File: src/rtl/slot_load_scheduler_pkg.sv
// Shared definitions for the slot load scheduler: phase encodings,
// bank geometry and the pointer wrap helper.
package slot_sched_pkg;

    typedef enum logic [1:0] {
        ST_FILL  = 2'b00,
        ST_READY = 2'b01,
        ST_COUNT = 2'b10
    } sched_state_t;

    localparam int SLOTS        = 3;
    localparam int PTR_W        = 2;
    localparam int DEFAULT_TICK = 50_000_000;

    // Slot pointer advance with wrap after the last slot.
    function automatic logic [PTR_W-1:0] ptr_next(input logic [PTR_W-1:0] p);
        return (p == PTR_W'(SLOTS - 1)) ? '0 : p + PTR_W'(1);
    endfunction

endpackage

File: src/rtl/slot_load_scheduler_rr_arbiter2.sv
// Two-requester write arbiter for the slot bank. A requester granted in the
// previous cycle is masked so a held request cannot write twice.
// Optional feature: define SLOT_ARB_FIXED_PRIO_EN to make requester 0 win
// every tie instead of alternating.
module rr_arbiter2 (
    input  logic clk,
    input  logic rst,
    input  logic en,
    input  logic req0,
    input  logic req1,
    output logic win0,
    output logic win1,
    output logic gnt0,
    output logic gnt1
);

    logic elig0;
    logic elig1;

    assign elig0 = req0 & ~gnt0;
    assign elig1 = req1 & ~gnt1;

`ifdef SLOT_ARB_FIXED_PRIO_EN

    // Pick the winner for this edge; requester 0 takes every tie.
    always_comb begin
        win0 = 1'b0;
        win1 = 1'b0;
        if (en) begin
            if (elig0) begin
                win0 = 1'b1;
            end else if (elig1) begin
                win1 = 1'b1;
            end
        end
    end

`else

    logic last_grant;

    // Pick the winner for this edge; a tie goes to whoever was not served last.
    always_comb begin
        win0 = 1'b0;
        win1 = 1'b0;
        if (en) begin
            if (elig0 && elig1) begin
                if (last_grant) begin
                    win0 = 1'b1;
                end else begin
                    win1 = 1'b1;
                end
            end else begin
                win0 = elig0;
                win1 = elig1;
            end
        end
    end

    // Remember who was served last; reset favours requester 0 on the first tie.
    always_ff @(posedge clk or posedge rst) begin
        if (rst) begin
            last_grant <= 1'b1;
        end else if (win0) begin
            last_grant <= 1'b0;
        end else if (win1) begin
            last_grant <= 1'b1;
        end
    end

`endif

    // Register the decision so each grant is visible for exactly one cycle.
    always_ff @(posedge clk or posedge rst) begin
        if (rst) begin
            gnt0 <= 1'b0;
            gnt1 <= 1'b0;
        end else begin
            gnt0 <= win0;
            gnt1 <= win1;
        end
    end

endmodule

File: src/rtl/slot_load_scheduler.sv
// Slot load scheduler: fills a three-slot bank from two requesters, combines
// the slots with AND/OR, then counts the result down one step per TICK cycles.
// Optional feature: SLOT_ARB_FIXED_PRIO_EN selects fixed-priority arbitration.
module slot_load_scheduler
    import slot_sched_pkg::*;
#(
    parameter int TICK = DEFAULT_TICK,
    parameter int W    = 4
) (
    input  logic         clk,
    input  logic         rst,
    input  logic         req0,
    input  logic [W-1:0] data0,
    output logic         gnt0,
    input  logic         req1,
    input  logic [W-1:0] data1,
    output logic         gnt1,
    input  logic         skip,
    input  logic         mode,
    input  logic         start,
    output logic [W-1:0] data_out,
    output logic [1:0]   state,
    output logic         done
);

    localparam int TIMER_W = (TICK > 2) ? $clog2(TICK) : 1;
    localparam logic [TIMER_W-1:0] TIMER_LAST = TIMER_W'(TICK - 1);

    sched_state_t       state_q;
    sched_state_t       state_d;
    logic [W-1:0]       slot_q [SLOTS];
    logic [PTR_W-1:0]   ptr_q;
    logic [W-1:0]       acc_q;
    logic [TIMER_W-1:0] timer_q;
    logic               done_q;

    logic               all_full;
    logic               arb_en;
    logic               win0;
    logic               win1;
    logic [W-1:0]       wr_data;
    logic [W-1:0]       combine;

    assign all_full = (slot_q[0] != '0) && (slot_q[1] != '0) && (slot_q[2] != '0);
    assign arb_en   = (state_q == ST_FILL) && !all_full;
    assign wr_data  = win0 ? data0 : data1;
    assign combine  = mode ? (slot_q[0] & slot_q[1] & slot_q[2])
                           : (slot_q[0] | slot_q[1] | slot_q[2]);

    rr_arbiter2 u_arb (
        .clk  (clk),
        .rst  (rst),
        .en   (arb_en),
        .req0 (req0),
        .req1 (req1),
        .win0 (win0),
        .win1 (win1),
        .gnt0 (gnt0),
        .gnt1 (gnt1)
    );

    // Phase register.
    always_ff @(posedge clk or posedge rst) begin
        if (rst) begin
            state_q <= ST_FILL;
        end else begin
            state_q <= state_d;
        end
    end

    // Phase sequencing: full bank -> READY, start -> COUNT, empty acc -> FILL.
    always_comb begin
        state_d = state_q;
        case (state_q)
            ST_FILL:  if (all_full)      state_d = ST_READY;
            ST_READY: if (start)         state_d = ST_COUNT;
            ST_COUNT: if (acc_q == '0)   state_d = ST_FILL;
            default:                     state_d = ST_FILL;
        endcase
    end

    // Bank writes, pointer moves, combine capture and the timed countdown.
    always_ff @(posedge clk or posedge rst) begin
        if (rst) begin
            for (int i = 0; i < SLOTS; i++) begin
                slot_q[i] <= '0;
            end
            ptr_q   <= '0;
            acc_q   <= '0;
            timer_q <= '0;
            done_q  <= 1'b0;
        end else begin
            done_q <= 1'b0;
            case (state_q)
                ST_FILL: begin
                    if (win0 || win1) begin
                        slot_q[ptr_q] <= wr_data;
                        ptr_q         <= ptr_next(ptr_q);
                    end else if (skip) begin
                        ptr_q <= ptr_next(ptr_q);
                    end
                end
                ST_READY: begin
                    acc_q   <= combine;
                    timer_q <= '0;
                end
                ST_COUNT: begin
                    if (acc_q == '0) begin
                        for (int i = 0; i < SLOTS; i++) begin
                            slot_q[i] <= '0;
                        end
                        ptr_q   <= '0;
                        timer_q <= '0;
                        done_q  <= 1'b1;
                    end else if (timer_q == TIMER_LAST) begin
                        timer_q <= '0;
                        acc_q   <= acc_q - W'(1);
                    end else begin
                        timer_q <= timer_q + TIMER_W'(1);
                    end
                end
                default: ;
            endcase
        end
    end

    assign data_out = (state_q == ST_FILL) ? slot_q[ptr_q] : acc_q;
    assign state    = state_q;
    assign done     = done_q;

endmodule

File: config.mk
export PLATFORM = sky130hd
export DESIGN_NAME = slot_load_scheduler
export DESIGN_NICKNAME = d
export VERILOG_FILES = /design/src/rtl/slot_load_scheduler_pkg.sv /design/src/rtl/slot_load_scheduler_rr_arbiter2.sv /design/src/rtl/slot_load_scheduler.sv
export SDC_FILE = /design/constraint.sdc
export NUM_CORES = 1
export LEC_CHECK = 0
export BUFFER_PORTS_ARGS = -buffer_cell sky130_fd_sc_hd__buf_2
export CAP_MARGIN = 10
export CORE_MARGIN = 1
export CORE_UTILIZATION = 45
export CTS_CLUSTER_DIAMETER = 30
export DETAILED_ROUTE_END_ITERATION = 16
export PLACE_DENSITY = 0.7
export SLEW_MARGIN = 20
export SYNTH_ARGS = -nofsm -noshare
export SYNTH_HDL_FRONTEND = slang
export SYNTH_HIERARCHICAL = 1
export SYNTH_SLANG_ARGS = --single-unit
File: constraint.sdc
create_clock -name clk -period 3.1 [get_ports clk]
set_input_delay 0.31 -clock clk [delete_from_list [all_inputs] [get_ports clk]]
set_output_delay 0.31 -clock clk [all_outputs]
set_load 0.03 [all_outputs]
# Word level (Yosys, flattened, before mapping)
# Index checks and enable logic that the tools add are counted.
totals:
  register_bits: 50
  inputBits: 15
  word_cells: 91
classes:
  add_sub_neg: 3
  magnitude_cmp: 2
  eq_ne: 11
  muxes: 36
  bitwise: 9
  n_reduce_logical: 19
ops:
  columns: ["operator", "count"]
  rows:
  - ["26-bit 2-to-1 mux", 2]
  - ["26-bit one-hot mux with 2 select lines", 1]
  - ["4-bit 2-to-1 mux", 8]
  - ["26-bit by 1-bit adder with 26-bit output (second input constant)", 1]
  - ["26-bit equality test (second input constant)", 1]
  - ["12-bit 2-to-1 mux", 2]
  - ["12-bit one-hot mux with 2 select lines", 1]
  - ["12-bit bitwise mux", 1]
  - ["2-bit 2-to-1 mux", 6]
  - ["2-bit != test (second input constant)", 6]
  - ["3-bit AND reduction", 4]
  - ["4-bit nonzero test", 3]
  - ["1-bit 2-to-1 mux", 10]
  - ["4-bit AND", 2]
  - ["4-bit binary-select mux with 2-bit select", 1]
  - ["4-bit demux with 2-bit select", 1]
  - ["4-bit bitwise OR", 2]
  - ["4-bit one-hot mux with 2 select lines", 1]
  - ["2-bit one-hot mux with 3 select lines", 1]
  - ["2-bit nonzero test", 3]
  - ["1-bit logical AND", 5]
  - ["2-bit equality test (second input constant)", 2]
  - ["4-bit zero test", 1]
  - ["2-bit one-hot mux with 2 select lines", 1]
  - ["other kinds (12)", 14]

# Longest topological paths before layout
# Gate-level depths: netlist of the first run.
logic_depth:
  ltp_word: 10
  depth_mapped: 12
  ltp_nobuf: 10

# Modules after synthesis
# Netlist of the first run, hierarchy kept.
by_module_without_submodules:
  columns: ["mod", "instances", "cells_each", "area_per_inst_um2"]
  rows:
  - ["slot_load_scheduler", 1, 311, 2717.6]
  - ["rr_arbiter2", 1, 11, 128.9]

# Worst setup path before layout of the first run
# OpenSTA, ideal clock, no wires.
synth_timing:
  path_type: "reg-to-reg"
  start: "register state_q[0], in the netlist state[0]"
  end: "register ptr_q[0]"
  setup_time_ns: 0.125
  arrival_time_ns: 2.511
  required_time_ns: 2.975
  setup_slack_ns: 0.464
  stages_incl_launch_ff: 11
  path_buffers: 2
  path_cell_list: "dfrtp_1 -> inv_1 -> ha_1 -> clkbuf_1 -> o31a_1 -> and3b_1 -> o31a_1 -> clkbuf_1 -> nor3b_1 -> a22oi_1 -> mux2_2"
synth_via:
  elab_chain_len: 6
  word_cells_on_any_way: 12
  classes_between: "eq/ne: 3; mux: 4; reduce/logical: 5"
synth_rtl:
  columns: ["item", "line_no", "rtl"]
  rows:
  - ["start: declaration", "slot_load_scheduler.sv:29", "sched_state_t state_q;"]
  - ["start signal: assignment", "slot_load_scheduler.sv:67", "state_q <= state_d;"]
  - ["2-bit zero test *", "slot_load_scheduler.sv:45", "assign arb_en = (state_q == ST_FILL) && !all_full;"]
  - ["1-bit logical AND *", "slot_load_scheduler.sv:45", null]
  - ["named net arb_en", "slot_load_scheduler.sv:38", "logic arb_en;"]
  - ["1-bit 2-to-1 mux *", "slot_load_scheduler_rr_arbiter2.sv:46", "if (en) begin"]
  - ["named net win0", "slot_load_scheduler.sv:39", "logic win0;"]
  - ["1-bit logical OR *", "slot_load_scheduler.sv:96", "if (win0 || win1) begin"]
  - ["3-bit != test (no source line) or 2-bit 2-to-1 mux (tied branches)", null, null]
  - ["3-bit AND reduction (no source line) or 2-bit one-hot mux with 2 select lines (tied branches)", null, null]
  - ["end signal: assignment", "slot_load_scheduler.sv:98", "ptr_q <= ptr_next(ptr_q);"]
  - ["end signal: assignment", "slot_load_scheduler.sv:100", "ptr_q <= ptr_next(ptr_q);"]
  - ["end: declaration", "slot_load_scheduler.sv:32", "logic [PTR_W-1:0] ptr_q;"]
# Mark *: on every way through the listed nets, which the timed path passes. The rest lies on a longest branch.
# A chain may end at the register's enable or synchronous reset.

# Final worst setup path of the first run
layout_timing:
  start: "register state_q[0], in the netlist state[0]"
  end: "register slot_q[6] (netlist bit)"
layout_via:
  elab_chain_len: 7
  word_cells_on_any_way: 14
  classes_between: "eq/ne: 3; mux: 6; reduce/logical: 5"
layout_rtl:
  columns: ["item", "line_no", "rtl"]
  rows:
  - ["2-bit zero test *", "slot_load_scheduler.sv:45", null]
  - ["1-bit logical AND *", "slot_load_scheduler.sv:45", null]
  - ["named net arb_en", "slot_load_scheduler.sv:38", null]
  - ["1-bit 2-to-1 mux *", "slot_load_scheduler_rr_arbiter2.sv:46", null]
  - ["named net win0", "slot_load_scheduler.sv:39", null]
  - ["4-bit 2-to-1 mux", "slot_load_scheduler.sv:46", "assign wr_data = win0 ? data0 : data1;"]
  - ["12-bit bitwise mux", "slot_load_scheduler.sv:97", "slot_q[ptr_q] <= wr_data;"]
  - ["12-bit 2-to-1 mux", "slot_load_scheduler.sv:96", null]
  - ["12-bit one-hot mux with 2 select lines", "slot_load_scheduler.sv:94", "case (state_q)"]
  - ["end signal: indexed assignment", "slot_load_scheduler.sv:97", null]
  - ["end: declaration", "slot_load_scheduler.sv:31", "logic [W-1:0] slot_q [SLOTS];"]
# Mark *: on every way through the listed nets, which the timed path passes. The rest lies on a longest branch. The select of a mux whose other input is x is not followed.

==> flow_metrics.tcl, run 1 <==
set metrics [dict create \
    setup_viol 0 \
    avgSynthCellArea_um2 8.84 \
    insertion_delay_ns 0.31 \
    cts-resized-gates 0 \
    endpoint_kind "register" \
    synth_top_area_cell "dfrtp_1" \
    dr.first_iter.drc_count 140 \
    grt-ovfl-total 0 \
    critPathMaxFanout 12 \
    grtUsageTotal_pct 20.3 \
    synth_top_area_share_pct 43.1 \
    ys_ff_latch 50 \
    syn2layout_area_growth_pct 10.6 \
    cp.arrival_ns 2.88 \
    hpwl_um 4450 \
    setup-tns-final_ns 0 \
    ys_top_cells_by_area "dfrtp_1 43%, nand2_1 5.4%, mux2i_1 5.3%" \
    cts_buffers 5 \
    core_um2 6030 \
    dieArea_um2 6650 \
    status "finished clean" \
    whs_ns 0.238 \
    synth_ff_type "dfrtp_1" \
    final_antenna_net_count 0 \
    synthArstFlopShare_pct 100 \
    routedWlPerCell_um 14.7 \
    cts_setup_buffers 0 \
    synth_commonest_cells "49 x dfrtp_1, 41 x nand2_1, 39 x nor2_1" \
    slew_headroom_pct 45.4 \
    clk_path_buf_depth 2 \
    gp_congestion 0.871 \
    p_leak_nw 1.41 \
    firstDrtPassIters 4 \
    p_per_area_nw_per_um2 854 \
    crit_type "register to register" \
    antenna_cells 0 \
    yosysSeqAreaShare_pct 44.0 \
    die_y_um 81.5 \
    start_util_pct 47.2 \
    drive_gt1_share_pct 13.9 \
    synth_area_um2 2850 \
    synth-edff-count 0 \
    yosysMostFrequentCell "dfrtp_1" \
    tightest_slew_ns 0.819 \
    synthesis.nets 342 \
    finClkSkew_ns 0.00724 \
    boundaryPins 24 \
    tritoncts "done" \
    grt_setup_unrepaired "no" \
    totalWireLength_um 6180 \
    grt_pass1_vias 2169 \
    drc_errors 0 \
    cts.sinks 50 \
    grt_max_degree 48 \
    hold_buffers 1 \
    nNetsFinal 364 \
    via_per_inst 5.62 \
    htreeDepth 2 \
    maxCapViolCount 0 \
    rows 28 \
    clockRootBuffer "clkbuf_8" \
    io_buffer_count 23 \
    peakVddDrop_mv 0.477 \
    num_vias 2360 \
    startpoint_type "register" \
    required_ns 3.29 \
    die_w_um 81.5 \
    slew_viol_final 0 \
    path_clk_slew_ns 0.10 \
    period_minus_slack_ns 2.69 \
    antenna_found_initial 0 \
    hold_path.class "input port to register" \
    hold_viol_final 0 \
    synthCells 322 \
    fin_crit_sh_pct 86.8 \
    grt_pass1_wl_um 10300 \
    yosysWarnings 6 \
    fmaxAchievable_mhz 372 \
    synth.distinct_cells 49 \
]
==> worst max-delay path, stage by stage (launching register included) <==
cell and delay, ns:
dfrtp_1 0.41, inv_1 0.09, ha_1 0.39, o31a_1 0.29, and3b_1 0.20, o31a_1 0.36
nor3b_1 0.14, a21oi_1 0.21, o21ai_0 0.25, nand2_1 0.14, o21ai_0 0.09
==> metrics by stage <==
stage	utilization [%]	setup slack (ns)	total power, W	instances	cell area, um^2
5_1_grt	52.2	0.224	0.00290	420	3150
3_5_place_dp	50.2	0.487	0.00223	411	3030
4_1_cts	52.2	0.480	0.00270	420	3150
2_1_floorplan	-	0.464	0.00191	322	2850
3_3_place_gp	50.2	0.562	0.00221	411	3030
6_report	52.2	0.410	0.00269	420	3150
==> layer usage <==
metal / vias up / wire length, um / share of wire [%] / track usage [%]
met5: - / 0 / 0 / 0
met3: 7 / 351 / 5.7 / 4.22
met4: 0 / 77 / 1.2 / 5.54
met2: 59 / 2680 / 43 / 30.9
met1: 1117 / 3060 / 50 / 29.1
li1: 1177 / - / - / -
==> where the power goes <==
group          switching [W]  internal, W
registers           0.000179     0.000795
clock network       0.000225     0.000238
logic               0.000818     0.000435
==> path summary, 6_finish.rpt <==
check	start	endpoint	slack, ns	depth (start not counted)
worst max-delay path	state[0]	slot_q[6]	0.41	10
worst min-delay path	req0	u_arb/gnt1	0.24	2
worst max register to register	state[0]	slot_q[6]	0.41	10
worst min register to register	u_arb/last_grant	u_arb/last_grant	0.51	1
max in group asynchronous	rst	acc_q[3]	1.92	3
min in group asynchronous	rst	u_arb/gnt0	0.43	3
==> area by class of cell <==
cell class                      instances  area, um^2
Clock buffer                            5        68.8
Clock inverter                          3        40.0
Fill cell                             581        2880
Inverter                               18        68.8
Multi-Input combinational cell        243        1480
Sequential cell                        50        1250
Tap cell                               75        93.8
Timing Repair Buffer                   26         140
==> logic make-up after synthesis <==
| group | synth area share [%] |
|---|---|
| and+or+nand+nor | 26.0 |
| AOI/OAI and AO/OA | 13.9 |
| DFF | 44.0 |
| buffers and inverters | 3.87 |
| muxes | 6.07 |
| xor gates and xnor gates | 4.00 |
| adders and majority gates | 2.20 |
==> sequential cells by signal (all words and copies together), names as in the netlist <==
signal and count:
state 2, timer_q 26, u_arb/gnt1 1, u_arb/gnt0 1, u_arb/last_grant 1, ptr_q 2, slot_q 12, acc_q 4
done 1
==> cell usage in the layout, fill, tap and decap left out, types with 2 or more instances in the layout <==
| master | netlist | routed |
|---|---|---|
| o21ai_0 | 27 | 27 |
| a21oi_1 | 18 | 18 |
| nor2b_1 | 2 | 2 |
| mux2_2 | 2 | 2 |
| nand4_1 | 10 | 10 |
| dfrtp_1 | 49 | 49 |
| o2bb2ai_1 | 3 | 3 |
| and2_1 | 2 | 2 |
| and3_1 | 6 | 6 |
| nor2_1 | 39 | 39 |
| xnor2_1 | 2 | 2 |
| xor2_1 | 11 | 11 |
| buf_2 | 1 | 23 |
| clkinv_2 | 0 | 3 |
| mux2i_1 | 15 | 15 |
| nor4_1 | 3 | 3 |
| nand3_1 | 15 | 15 |
| clkbuf_8 | 0 | 5 |
| a211oi_1 | 2 | 2 |
| nor4_4 | 2 | 2 |
| ha_1 | 5 | 5 |
| nor4b_1 | 2 | 2 |
| nand2_1 | 41 | 41 |
| nor3_1 | 3 | 3 |
| and4_1 | 3 | 3 |
| o31a_1 | 3 | 3 |
| inv_1 | 18 | 17 |
| a22oi_1 | 2 | 2 |
| nand2b_1 | 2 | 2 |
| or3_1 | 4 | 4 |
| buf_4 | 0 | 2 |
No activity file was read; power rests on OpenSTA's default activity.
==> inputs of run 2 (changes only) <==
--- a/config.mk
+++ b/config.mk
@@ -7,11 +7,14 @@
 export LEC_CHECK = 0
 export BUFFER_PORTS_ARGS = -buffer_cell sky130_fd_sc_hd__buf_2
 export CAP_MARGIN = 10
+export CELL_PAD_IN_SITES_DETAIL_PLACEMENT = 0
+export CELL_PAD_IN_SITES_GLOBAL_PLACEMENT = 1
 export CORE_MARGIN = 1
 export CORE_UTILIZATION = 45
 export CTS_CLUSTER_DIAMETER = 30
 export DETAILED_ROUTE_END_ITERATION = 16
-export PLACE_DENSITY = 0.7
+export GPL_ROUTABILITY_DRIVEN = 0
+export PLACE_DENSITY = 0.86
 export SLEW_MARGIN = 20
 export SYNTH_ARGS = -nofsm -noshare
 export SYNTH_HDL_FRONTEND = slang
==> run 2 against run 1 <==
- clock skew is essentially flat
- via count shrank 0.47%
- setup slack gained 0.11 ns
- wire length grew 1.6%
- fmax grew 4.3%
- sequential share of layout area shrank 0.095 points
- largest cell class unchanged
- largest power group unchanged
==> flow_metrics.tcl, run 2 (same netlist as run 1, synthesis figures left out) <==
set metrics [dict create \
    status "finished clean" \
    final_cells 421 \
    cp.arrival_ns 2.77 \
    crit_type "register to register" \
    dieArea_um2 6650 \
    die_w_um 81.5 \
    cts.sinks 50 \
    io_buffer_count 23 \
    post_dp_cell_area_um2 3040 \
    finClkSkew_ns 0.00759 \
    slew_headroom_pct 46.0 \
    fin_area_um2 3160 \
    p_per_area_nw_per_um2 857 \
    slew_viol_final 0 \
    endpoint_kind "register" \
    rows 28 \
    final_cell_mix "49 x dfrtp_1, 41 x nand2_1, 39 x nor2_1, 27 x o21ai_0, 23 x buf_2" \
    period_minus_slack_ns 2.58 \
    grt_setup_unrepaired "no" \
    drc_errors 0 \
    start_util_pct 47.2 \
    setup-tns-final_ns 0 \
    largestRegisters "timer_q (26), slot_q (12), acc_q (4)" \
    fin_crit_sh_pct 83.2 \
    fmaxAchievable_mhz 388 \
    required_ns 3.29 \
    syn2layout_area_growth_pct 10.9 \
    critPathMaxFanout 12 \
    routedWlPerCell_um 14.9 \
    grt_pass1_wl_um 10400 \
    via_per_inst 5.58 \
    dr.first_iter.drc_count 136 \
    final_antenna_net_count 0 \
    drive_gt1_share_pct 14.2 \
    firstDrtPassIters 4 \
    p_leak_nw 1.41 \
    hold_path.class "input port to register" \
    startpoint_type "register" \
    regMostFlops "timer_q" \
    tightest_slew_ns 0.809 \
    tritoncts "done" \
    maxCapViolCount 0 \
    htreeDepth 2 \
    core_um2 6030 \
    boundaryPins 24 \
    setup_viol 0 \
    clk_path_buf_depth 2 \
    grtUsageTotal_pct 20.8 \
    totalWireLength_um 6280 \
    clockRootBuffer "clkbuf_8" \
    hold_viol_final 0 \
    antenna_cells 0 \
    placed_cells 412 \
    cts-resized-gates 0 \
    insertion_delay_ns 0.30 \
    grt-ovfl-total 0 \
    final_common_cell "dfrtp_1" \
    largest_register_ffs 26 \
    die_y_um 81.5 \
    num_vias 2349 \
    hpwl_um 4540 \
    grt_pass1_vias 2198 \
    nNetsFinal 365 \
    cts_buffers 5 \
    path_clk_slew_ns 0.09 \
    grt_max_degree 48 \
    peakVddDrop_mv 0.636 \
    antenna_found_initial 0 \
]
==> run 2: cell types whose count changed in the layout (fill, tap and decap cells not counted) <==
cell	before	now
buf_4	2	3
==> run 2: area by class of cell <==
| type | count | area (um^2) |
|---|---|---|
| inverters | 18 | 68.8 |
| repair buffers | 27 | 148 |
| multi-input cells | 243 | 1480 |
| flip-flops and latches | 50 | 1250 |
| fillers | 569 | 2870 |
| well taps | 75 | 93.8 |
| clock inverters | 3 | 40.0 |
| clock buffers | 5 | 68.8 |
==> run 2: where the power goes <==
group	internal (W)	switching, W	total [W]
combinational	0.000442	0.000829	0.00127
sequential	0.000794	0.000180	0.000975
clock	0.000238	0.000221	0.000459
==> run 2: through the flow <==
stage / utilization, % / total power [W] / setup slack [ns] / hold slack [ns]
finish: 52.4 / 0.00270 / 0.521 / 0.263
global route: 52.4 / 0.00292 / 0.278 / 0.260
CTS: 52.3 / 0.00271 / 0.500 / 0.255
detailed placement: 50.4 / 0.00225 / 0.532 / 0.196
global placement: 50.4 / 0.00223 / 0.568 / 0.200
floorplan: - / 0.00191 / 0.464 / 0.0629
==> run 2: critical path, cell delays in order (launching register included) <==
cell,delay [ns]
dfrtp_1,0.42
inv_1,0.09
ha_1,0.41
o31a_1,0.29
and3b_1,0.20
o31a_1,0.14
buf_4,0.16
nor3b_1,0.08
a22oi_1,0.31
mux2_2,0.37
==> run 2: repair_timing <==
item | CTS | global route
hold endpoints to repair | 2 | 0
setup buffers | 0 | 0
hold buffers | 1 | 0
==> run 2: path summary, 6_finish.rpt <==
| check | from | to | slack (ns) | cells after the start |
|---|---|---|---|---|
| setup / recovery | state[0] | ptr_q[0] | 0.52 | 9 |
| max in group asynchronous | rst | timer_q[10] | 1.92 | 3 |
| hold / removal | req0 | u_arb/gnt1 | 0.26 | 2 |
| hold reg to reg | u_arb/last_grant | u_arb/last_grant | 0.50 | 1 |
| setup reg to reg | state[0] | ptr_q[0] | 0.52 | 9 |
| min in group asynchronous | rst | u_arb/gnt1 | 0.43 | 3 |
==> run 2: per-layer routing <==
layer	GRT usage [%]	vias to the layer above	share of wire (%)
met3	3.33	9	3.0
met4	7.32	0	1.3
met2	30.1	46	43
met1	31.0	1109	53
li1	-	1185	-
met5	0	-	0
